==> src/rtl/mips_ctrl_pkg.sv <==
// rtl/mips_ctrl_pkg.sv - shared types and encodings for the multi-cycle MIPS main control
package mips_ctrl_pkg;

    typedef enum logic [3:0] {
        IDLE    = 4'd0,
        FETCH   = 4'd1,
        DECODE  = 4'd2,
        MEMADR  = 4'd3,
        MEMRD   = 4'd4,
        MEMWB   = 4'd5,
        MEMWR   = 4'd6,
        RTYPE   = 4'd7,
        ALUWB   = 4'd8,
        ADDI    = 4'd9,
        ANDI    = 4'd10,
        ALUWB_I = 4'd11,
        BRANCH  = 4'd12,
        JUMP    = 4'd13,
        HALT    = 4'd14
    } state_e;

    localparam logic [5:0] OP_RTYPE = 6'b000000;
    localparam logic [5:0] OP_LW    = 6'b100011;
    localparam logic [5:0] OP_SW    = 6'b101011;
    localparam logic [5:0] OP_BEQ   = 6'b000100;
    localparam logic [5:0] OP_BNE   = 6'b000101;
    localparam logic [5:0] OP_J     = 6'b000010;
    localparam logic [5:0] OP_ADDI  = 6'b001000;
    localparam logic [5:0] OP_ANDI  = 6'b001100;

    localparam logic [1:0] ALUOP_ADD   = 2'b00;
    localparam logic [1:0] ALUOP_SUB   = 2'b01;
    localparam logic [1:0] ALUOP_FUNCT = 2'b10;
    localparam logic [1:0] ALUOP_AND   = 2'b11;

    localparam logic [1:0] SRCB_REG     = 2'b00;
    localparam logic [1:0] SRCB_FOUR    = 2'b01;
    localparam logic [1:0] SRCB_IMM     = 2'b10;
    localparam logic [1:0] SRCB_IMM_SH2 = 2'b11;

    localparam logic [1:0] PCSRC_ALU    = 2'b00;
    localparam logic [1:0] PCSRC_ALUOUT = 2'b01;
    localparam logic [1:0] PCSRC_JUMP   = 2'b10;

    // States that hold a memory request open until mem_ready
    function automatic logic is_mem_state(input state_e s);
        return (s == FETCH) || (s == MEMRD) || (s == MEMWR);
    endfunction

endpackage

==> src/rtl/mem_wait_timer.sv <==
// rtl/mem_wait_timer.sv - counts stalled memory cycles and flags a timeout at LIMIT
module mem_wait_timer #(
    parameter int LIMIT = 15
) (
    input  logic clk,
    input  logic rst_n,
    input  logic clear_i,
    input  logic wait_en_i,
    output logic timeout_o
);

    localparam int CW = $clog2(LIMIT + 1);
    localparam logic [CW-1:0] LIMIT_C = CW'(LIMIT);

    logic [CW-1:0] count_q;
    logic [CW-1:0] count_d;

    assign timeout_o = wait_en_i && (count_q == LIMIT_C);

    always_comb begin
        count_d = count_q;
        if (clear_i) begin
            count_d = '0;
        end else if (wait_en_i && !timeout_o) begin
            count_d = count_q + CW'(1);
        end
    end

    always_ff @(posedge clk or negedge rst_n) begin
        if (!rst_n) begin
            count_q <= '0;
        end else begin
            count_q <= count_d;
        end
    end

endmodule

==> src/rtl/multicycle_main_ctrl.sv <==
// rtl/multicycle_main_ctrl.sv - main control FSM for the multi-cycle MIPS datapath
module multicycle_main_ctrl #(
    parameter int STALL_LIMIT = 15
) (
    input  logic       clk,
    input  logic       rst_n,
    input  logic [5:0] opcode,
    input  logic       zero,
    input  logic       mem_ready,
    output logic       pc_en,
    output logic       i_or_d,
    output logic       mem_read,
    output logic       mem_write,
    output logic       ir_write,
    output logic       mem_to_reg,
    output logic       reg_dst,
    output logic       reg_write,
    output logic       alu_src_a,
    output logic [1:0] alu_src_b,
    output logic [1:0] alu_op,
    output logic [1:0] pc_source,
    output logic       fault,
    output logic [3:0] state_dbg
);
    import mips_ctrl_pkg::*;

    state_e state_q;
    state_e state_d;
    logic   fault_q;
    logic   timeout;

    // Any state change restarts the wait count, so each memory state starts from zero
    mem_wait_timer #(.LIMIT(STALL_LIMIT)) u_timer (
        .clk       (clk),
        .rst_n     (rst_n),
        .clear_i   (state_d != state_q),
        .wait_en_i (is_mem_state(state_q) && !mem_ready),
        .timeout_o (timeout)
    );

    always_comb begin
        state_d = state_q;
        case (state_q)
            IDLE:    state_d = FETCH;
            FETCH:   if (mem_ready) state_d = DECODE; else if (timeout) state_d = HALT;
            DECODE: begin
                case (opcode)
                    OP_LW, OP_SW:   state_d = MEMADR;
                    OP_RTYPE:       state_d = RTYPE;
                    OP_BEQ, OP_BNE: state_d = BRANCH;
                    OP_J:           state_d = JUMP;
                    OP_ADDI:        state_d = ADDI;
                    OP_ANDI:        state_d = ANDI;
                    default:        state_d = HALT;
                endcase
            end
            MEMADR:  state_d = (opcode == OP_SW) ? MEMWR : MEMRD;
            MEMRD:   if (mem_ready) state_d = MEMWB; else if (timeout) state_d = HALT;
            MEMWB:   state_d = FETCH;
            MEMWR:   if (mem_ready) state_d = FETCH; else if (timeout) state_d = HALT;
            RTYPE:   state_d = ALUWB;
            ALUWB:   state_d = FETCH;
            ADDI:    state_d = ALUWB_I;
            ANDI:    state_d = ALUWB_I;
            ALUWB_I: state_d = FETCH;
            BRANCH:  state_d = FETCH;
            JUMP:    state_d = FETCH;
            HALT:    state_d = HALT;
            default: state_d = HALT;
        endcase
    end

    always_ff @(posedge clk or negedge rst_n) begin
        if (!rst_n) begin
            state_q <= IDLE;
            fault_q <= 1'b0;
        end else begin
            state_q <= state_d;
            if (state_d == HALT) fault_q <= 1'b1;
        end
    end

    assign fault     = fault_q;
    assign state_dbg = state_q;

    // Moore decode; only the FETCH loads and the branch PC enable look at live inputs
    always_comb begin
        pc_en      = 1'b0;
        i_or_d     = 1'b0;
        mem_read   = 1'b0;
        mem_write  = 1'b0;
        ir_write   = 1'b0;
        mem_to_reg = 1'b0;
        reg_dst    = 1'b0;
        reg_write  = 1'b0;
        alu_src_a  = 1'b0;
        alu_src_b  = SRCB_REG;
        alu_op     = ALUOP_ADD;
        pc_source  = PCSRC_ALU;
        case (state_q)
            FETCH: begin
                mem_read  = 1'b1;
                alu_src_b = SRCB_FOUR;
                ir_write  = mem_ready;
                pc_en     = mem_ready;
            end
            DECODE:  alu_src_b = SRCB_IMM_SH2;
            MEMADR: begin
                alu_src_a = 1'b1;
                alu_src_b = SRCB_IMM;
            end
            MEMRD: begin
                mem_read = 1'b1;
                i_or_d   = 1'b1;
            end
            MEMWB: begin
                reg_write  = 1'b1;
                mem_to_reg = 1'b1;
            end
            MEMWR: begin
                mem_write = 1'b1;
                i_or_d    = 1'b1;
            end
            RTYPE: begin
                alu_src_a = 1'b1;
                alu_op    = ALUOP_FUNCT;
            end
            ALUWB: begin
                reg_dst   = 1'b1;
                reg_write = 1'b1;
            end
            ADDI: begin
                alu_src_a = 1'b1;
                alu_src_b = SRCB_IMM;
            end
            ANDI: begin
                alu_src_a = 1'b1;
                alu_src_b = SRCB_IMM;
                alu_op    = ALUOP_AND;
            end
            ALUWB_I: reg_write = 1'b1;
            BRANCH: begin
                alu_src_a = 1'b1;
                alu_op    = ALUOP_SUB;
                pc_source = PCSRC_ALUOUT;
                pc_en     = opcode[0] ? ~zero : zero;
            end
            JUMP: begin
                pc_source = PCSRC_JUMP;
                pc_en     = 1'b1;
            end
            default: ;
        endcase
    end

endmodule

==> config.mk <==
export PLATFORM = sky130hd
export DESIGN_NAME = multicycle_main_ctrl
export DESIGN_NICKNAME = d
export VERILOG_FILES = /design/src/rtl/mips_ctrl_pkg.sv /design/src/rtl/mem_wait_timer.sv /design/src/rtl/multicycle_main_ctrl.sv
export SDC_FILE = /design/constraint.sdc
export NUM_CORES = 1
export LEC_CHECK = 0
export ABC_AREA = 1
export BUFFER_PORTS_ARGS = -buffer_cell sky130_fd_sc_hd__buf_2
export CORE_MARGIN = 1.5
export CORE_UTILIZATION = 55
export CTS_CLUSTER_DIAMETER = 150
export CTS_CLUSTER_SIZE = 30
export DETAILED_ROUTE_END_ITERATION = 8
export PLACE_DENSITY = 0.89
export SYNTH_ARGS = -nofsm -noshare
export SYNTH_HDL_FRONTEND = slang
export SYNTH_SLANG_ARGS = --single-unit
==> constraint.sdc <==
create_clock -name clk -period 3.2 [get_ports clk]
set_clock_uncertainty 0.1 [all_clocks]
set_input_delay 0 -clock clk [delete_from_list [all_inputs] [get_ports clk]]
set_output_delay 0 -clock clk [all_outputs]
set_load 0.005 [all_outputs]
* Yosys cells after proc, flatten, opt, wreduce, memory -nomap -nowiden
Index checks and enable logic that the tools add are counted.
** Word-level totals
- Word-level logic and storage cells :: 69
- Memories :: 0
- Bits in read-only memories :: 0
- RAM bits :: 0
- Input bits :: 10
- Bits in latches :: 0
- Output and inout port bits :: 20
- Register bits :: 9
** Cells by class
- Order comparisons :: 0
- Add/subtract/negate cells :: 1
- Div/mod/pow operators :: 0
- Multipliers :: 0
- Reductions and logical operators :: 19
- Equality and inequality tests :: 23
- Bitwise logic cells :: 1
- Mux-type cells :: 22
- Shift-type cells :: 0
** Operators with widths (count)
- == test 4 bit (second input constant) :: 8
- case mux 4 bit (8 select lines) :: 1
- 2-to-1 mux 4 bit :: 6
- case mux 4 bit (6 select lines) :: 1
- == test 4 x 3 -> 1 bit (second input constant) :: 4
- == test 6 x 3 -> 1 bit (second input constant) :: 2
- == test 6 x 4 -> 1 bit (second input constant) :: 2
- == test 6 bit (second input constant) :: 2
- case mux 2 bit (3 select lines) :: 2
- OR reduction 2 bit :: 5
- 2-to-1 mux 1 bit :: 9
- == test 4 x 2 -> 1 bit (second input constant) :: 2
- == test 6 x 2 -> 1 bit (second input constant) :: 1
- logical NOT 6 bit :: 1
- OR reduction 3 bit :: 2
- OR reduction 6 bit :: 1
- OR reduction 5 bit :: 1
- adder 4 x 1 -> 4 bit (second input constant) :: 1
- == test 4 x 1 -> 1 bit (second input constant) :: 1
- logical NOT 4 bit :: 1
- != test 4 bit :: 1
- case mux 2 bit (2 select lines) :: 1
- logical AND 1 bit :: 3
- case mux 1 bit (3 select lines) :: 1
- other kinds (5) :: 7

* Depth between registers and ports, before layout
- Depth in word-level cells :: 10
- Depth in mapped cells :: 14

* By module
Synthesis repeated with hierarchy kept, for this count alone.
** Unflattened totals
- Cells, all modules :: 167
- Area total of the unflattened synthesis :: 957.2 sq um
** Modules (own cells, without submodules)
- multicycle_main_ctrl :: times used 1, area each 725.7 sq um, cells an instance 137, seq. area each 125.1 sq um
- mem_wait_timer :: times used 1, area each 231.5 sq um, cells an instance 30, seq. area each 100.1 sq um

* Worst setup path before layout
No wires, ideal clock.
- Kind :: flip-flop to flip-flop
- Start :: register state_q[2] (netlist: state_dbg[2])
- End :: register u_timer.count_q[0]
- Arrival :: 1.464 ns
- Buffers on the path :: 1
- Library setup time :: 0.123 ns
- Setup slack :: 1.513 ns
- Stages on the path, launching flop included :: 14
- Clock period less this slack :: 1.687 ns
- Path through :: dfrtp_1 -> buf_6 -> nor2_2 -> nand3_2 -> nand3_4 -> nand2_4 -> nand2_1 -> nand2_1 -> nand2_2 -> nand2_2 -> nand2_1 -> nand2_2 -> nand2_4 -> nor3_2
** On the way
- Word-level cells in the longest chain between the ends :: 10
- Elaborated cells on any way between the ends :: 30
- Classes of those cells :: eq/ne: 14; mux: 6; reduce/logical: 10
** RTL lines
- from (decl) :: RTL line multicycle_main_ctrl.sv:27 : state_e state_q;
- from (signal assigned) :: RTL line multicycle_main_ctrl.sv:78 : state_q <= state_d;
- == test 4 x 1 -> 1 bit or == test 4 x 3 -> 1 bit (tied branches) :: RTL line mips_ctrl_pkg.sv:47, multicycle_main_ctrl.sv:43
- logical OR 1 bit (2 in a row) :: RTL line mips_ctrl_pkg.sv:47 : return (s == FETCH) || (s == MEMRD) || (s == MEMWR);
- logical AND 1 bit :: RTL line multicycle_main_ctrl.sv:37 : .wait_en_i (is_mem_state(state_q) && !mem_ready),
- logical AND 1 bit :: RTL line mem_wait_timer.sv:18 : assign timeout_o = wait_en_i && (count_q == LIMIT_C);
- 2-to-1 mux 4 bit :: RTL line multicycle_main_ctrl.sv:45, multicycle_main_ctrl.sv:58, multicycle_main_ctrl.sv:60
- 2-to-1 mux 4 bit, on equally long branches :: RTL line multicycle_main_ctrl.sv:60, multicycle_main_ctrl.sv:45, multicycle_main_ctrl.sv:58
- case mux 4 bit (8 select lines) (*) :: RTL line multicycle_main_ctrl.sv:43 : case (state_q)
- via state_d[0] :: RTL line multicycle_main_ctrl.sv:28 : state_e state_d;
- != test 4 bit (*) :: RTL line multicycle_main_ctrl.sv:36 : .clear_i (state_d != state_q),
- 2-to-1 mux 4 bit or nonzero test 2 bit (tied branches)
- to (signal assigned) :: RTL line mem_wait_timer.sv:33 : count_q <= count_d;
- to (decl) :: RTL line mem_wait_timer.sv:15 : logic [CW-1:0] count_q;
The timed path passes the listed nets; every way through them passes the cells marked *.
A chain may end at the register's enable or synchronous reset.

* Final worst setup path
- Start :: register state_q[1] (netlist: state_dbg[1])
- End :: register u_timer.count_q[0]
Same word-level chain as after synthesis.

==> reports/results.tsv <==
metric	value	unit
Vias	1107	
Post-Syn Instances	157	
Leakage	0.7046	nW
Via density	5.197	
vias in the first global route	979	
num ports	30	
largest net degree at the start of global routing	11	
pins over their slew limit	0	
post-route antenna net violation count	0	
port buffer count	29	
Final Net Count	200	
number of antenna diodes	0	
drt pass-1 iters	4	
Final Util	69.89	%
# Post-CTS Setup Buffers	0	
total wire length	2525	um
Starting Density	59.43	%
P per Cell Area	182.1	mW/mm2
Max Freq	508.2	MHz
RSZ-0062 raised after global routing	no	
Buf+Inv Stages, Crit Path	1	
GRT Residual Overflow	0	
Max-Cap Viols	0	
Detail Placement HPWL	2074	um
FP Rows	15	
Root Driver	clkbuf_4	
clk sink count	9	
yosys warns	0	
Max clock buf depth	2	
worst slew pin tran	0.3810	ns
Max-Slew Margin vs Limit	74.60	%
critical-path cell list	inv_4 -> nor2_1 -> nand3_2 -> nand3_4 -> nand2_4 -> nand2_2 -> nand2_2 -> nand3_2 -> nand2_1 -> nand2_2 -> nand2_4 -> nor3_2	
CP Capture Type	flip-flop	
fill cell count	154	
core area	0.001745	mm2
setup TNS	0	ns
Final Critical Period	1.968	ns
critical path peak fanout	10	
FF+latch count, synth	9	
Final Hold Fails	0	
CP top delay family	simple AND/OR/NAND/NOR gates	
Tcrit/Tclk final	61.49	%
GRT Util Overall	24.84	%
crit path DAT	2.05	ns
most used cell, CP	nand2_2	
residual DRC count	0	
final setup fails	0	
clk slew on worst S/H paths	0.06	ns
PostCTS Resize Cnt	0	
Worst VDD drop	258.4	uV
Avg Inst Size Synth	6.607	um2
Synth-to-Final Area Change	17.61	%
DR WL/cell	11.85	um
Die X	46.43	um
hold crit path type	in -> async	
Worst EP required	3.28	ns
crit path kind	reg -> reg	
Tot Pwr	0.0002222	W
crit start category	flip-flop	
initial antenna violation count	0	
Die ar.	0.002155	mm2
mapped cell area	0.001037	mm2
TritonCTS clock tree	built	
Die H	46.43	um
CTS H-tree depth	1	
first-pass GRT wire length	3877	um
Netlist cell types	25	
status	completed	
CTS Buf Count	3	
sequential area share after synthesis	21.71	%
Clk Latency, worst-skew pair	0.26	ns
layout cells sized above 1	37.77	%
DRT iter0 DRCs	36	
Worst path max stage delay	0.57	ns
Max stage delay cell, worst path	dfrtp_1	
GP Congestion	0.8577	
syn nets	168	
## per-layer routing
layer	vias up	part of all wire (%)	track usage, %
li1	566	-	-
met1	506	40	28.61
met2	31	55	45.56
met3	4	4.0	6.275
met4	0	1.4	5.143
met5	-	0	0
## stage by stage
stage	area [um2]	hold slack (ns)	setup slack, ns	instances
after detailed placement	1184	-0.2443	1.277	208
after CTS	1220	0.02660	1.248	213
after global routing	1220	0.03563	1.097	213
after global placement	1184	-0.2476	1.326	208
after floorplan	1037	-0.3956	1.513	157
final	1220	0.02174	1.232	213
## layout make-up
cell class | count | area (um2) | area share [%]
Sequential cell | 9 | 225.2 | 18.46
Tap cell | 25 | 31.28 | 2.564
Multi-Input combinational cell | 122 | 693.2 | 56.82
Inverter | 23 | 88.84 | 7.282
Clock buffer | 4 | 26.28 | 2.154
Timing Repair Buffer | 30 | 155.1 | 12.72
## worst register-to-register path, stage by stage, from the launching register on
cell and delay [ns]:
dfrtp_1 0.57, inv_4 0.07, nor2_1 0.23, nand3_2 0.14
nand3_4 0.11, nand2_4 0.08, nand2_2 0.07, nand2_2 0.06
nand3_2 0.09, nand2_1 0.07, nand2_2 0.09, nand2_4 0.08
nor3_2 0.13
## cells by family after synthesis
family | count (synthesis) | synth area share, %
fa+ha+maj | 1 | 1.206
flops | 9 | 21.71
simple gates | 108 | 56.45
buf+inv | 26 | 11.46
xor+xnor | 4 | 3.377
mux | 1 | 1.086
compound gates | 8 | 4.705
## Yosys cell counts
master,n,area (um2)
a21oi_1,2,10.01
o21ai_0,3,15.01
nand2_2,10,62.56
nor2_4,1,11.26
o2111ai_1,1,8.760
nor2_1,25,93.84
mux2_2,1,11.26
nand3_2,5,50.05
inv_1,16,60.06
a31o_2,1,8.760
inv_2,6,22.52
nand4_1,3,18.77
dfrtp_1,9,225.2
nand3_4,2,35.03
nand2_1,32,120.1
nand2_4,2,22.52
buf_6,2,22.52
ha_1,1,12.51
inv_4,1,6.260
nor3_2,5,50.05
buf_4,1,7.510
xor2_1,4,35.03
nand3_1,18,90.09
a31oi_1,1,6.260
nor2_2,5,31.28
## placed cells by master (no fill, tap or decap)
cell,netlist,routed
nand2_4,2,2
dlygate4sd3_1,0,1
nand3_1,18,18
nor2_4,1,1
clkbuf_1,0,1
clkbuf_4,0,3
nand2_2,10,10
nor2_2,5,5
a21oi_1,2,2
buf_2,0,29
o21ai_0,3,3
nand3_2,5,5
o2111ai_1,1,1
inv_4,1,1
inv_2,6,6
nand2_1,32,32
ha_1,1,1
nor3_2,5,5
nor2_1,25,25
dfrtp_1,9,9
nand3_4,2,2
nand4_1,3,3
xor2_1,4,4
mux2_2,1,1
a31oi_1,1,1
inv_1,16,16
a31o_2,1,1
## power by group
group	switching, W	leakage (nW)	internal, W
Sequential	0	0.105	0.000114
Combinational	0.0000131	0.585	0.00000832
Clock	0.0000389	0.0150	0.0000480
Total	0.0000520	0.705	0.000170
## final timing paths
| kind | from | to | slack (ns) | cells past startpoint |
|---|---|---|---|---|
| min in group clk | mem_ready | state_dbg[2] | 0.03 | 5 |
| min | rst_n | u_timer.count_q[3] | 0.02 | 2 |
| max | state_dbg[1] | u_timer.count_q[0] | 1.23 | 12 |
| max reg2reg | state_dbg[1] | u_timer.count_q[0] | 1.23 | 12 |
| max in group asynchronous | rst_n | state_dbg[1] | 2.80 | 2 |
| min reg2reg | fault | fault | 0.38 | 1 |
## repair_timing
| action | in CTS | in global routing |
|---|---|---|
| endpoints found under the setup margin | 0 | 0 |
| hold endpoints to repair | 9 | 0 |
| hold buffers | 1 | 0 |
## registers in the layout, indices dropped and copies added, names as in the netlist
signal and flops:
state_dbg 4, fault 1, u_timer.count_q 4
Note: power is estimated with default switching activity, not from simulation.
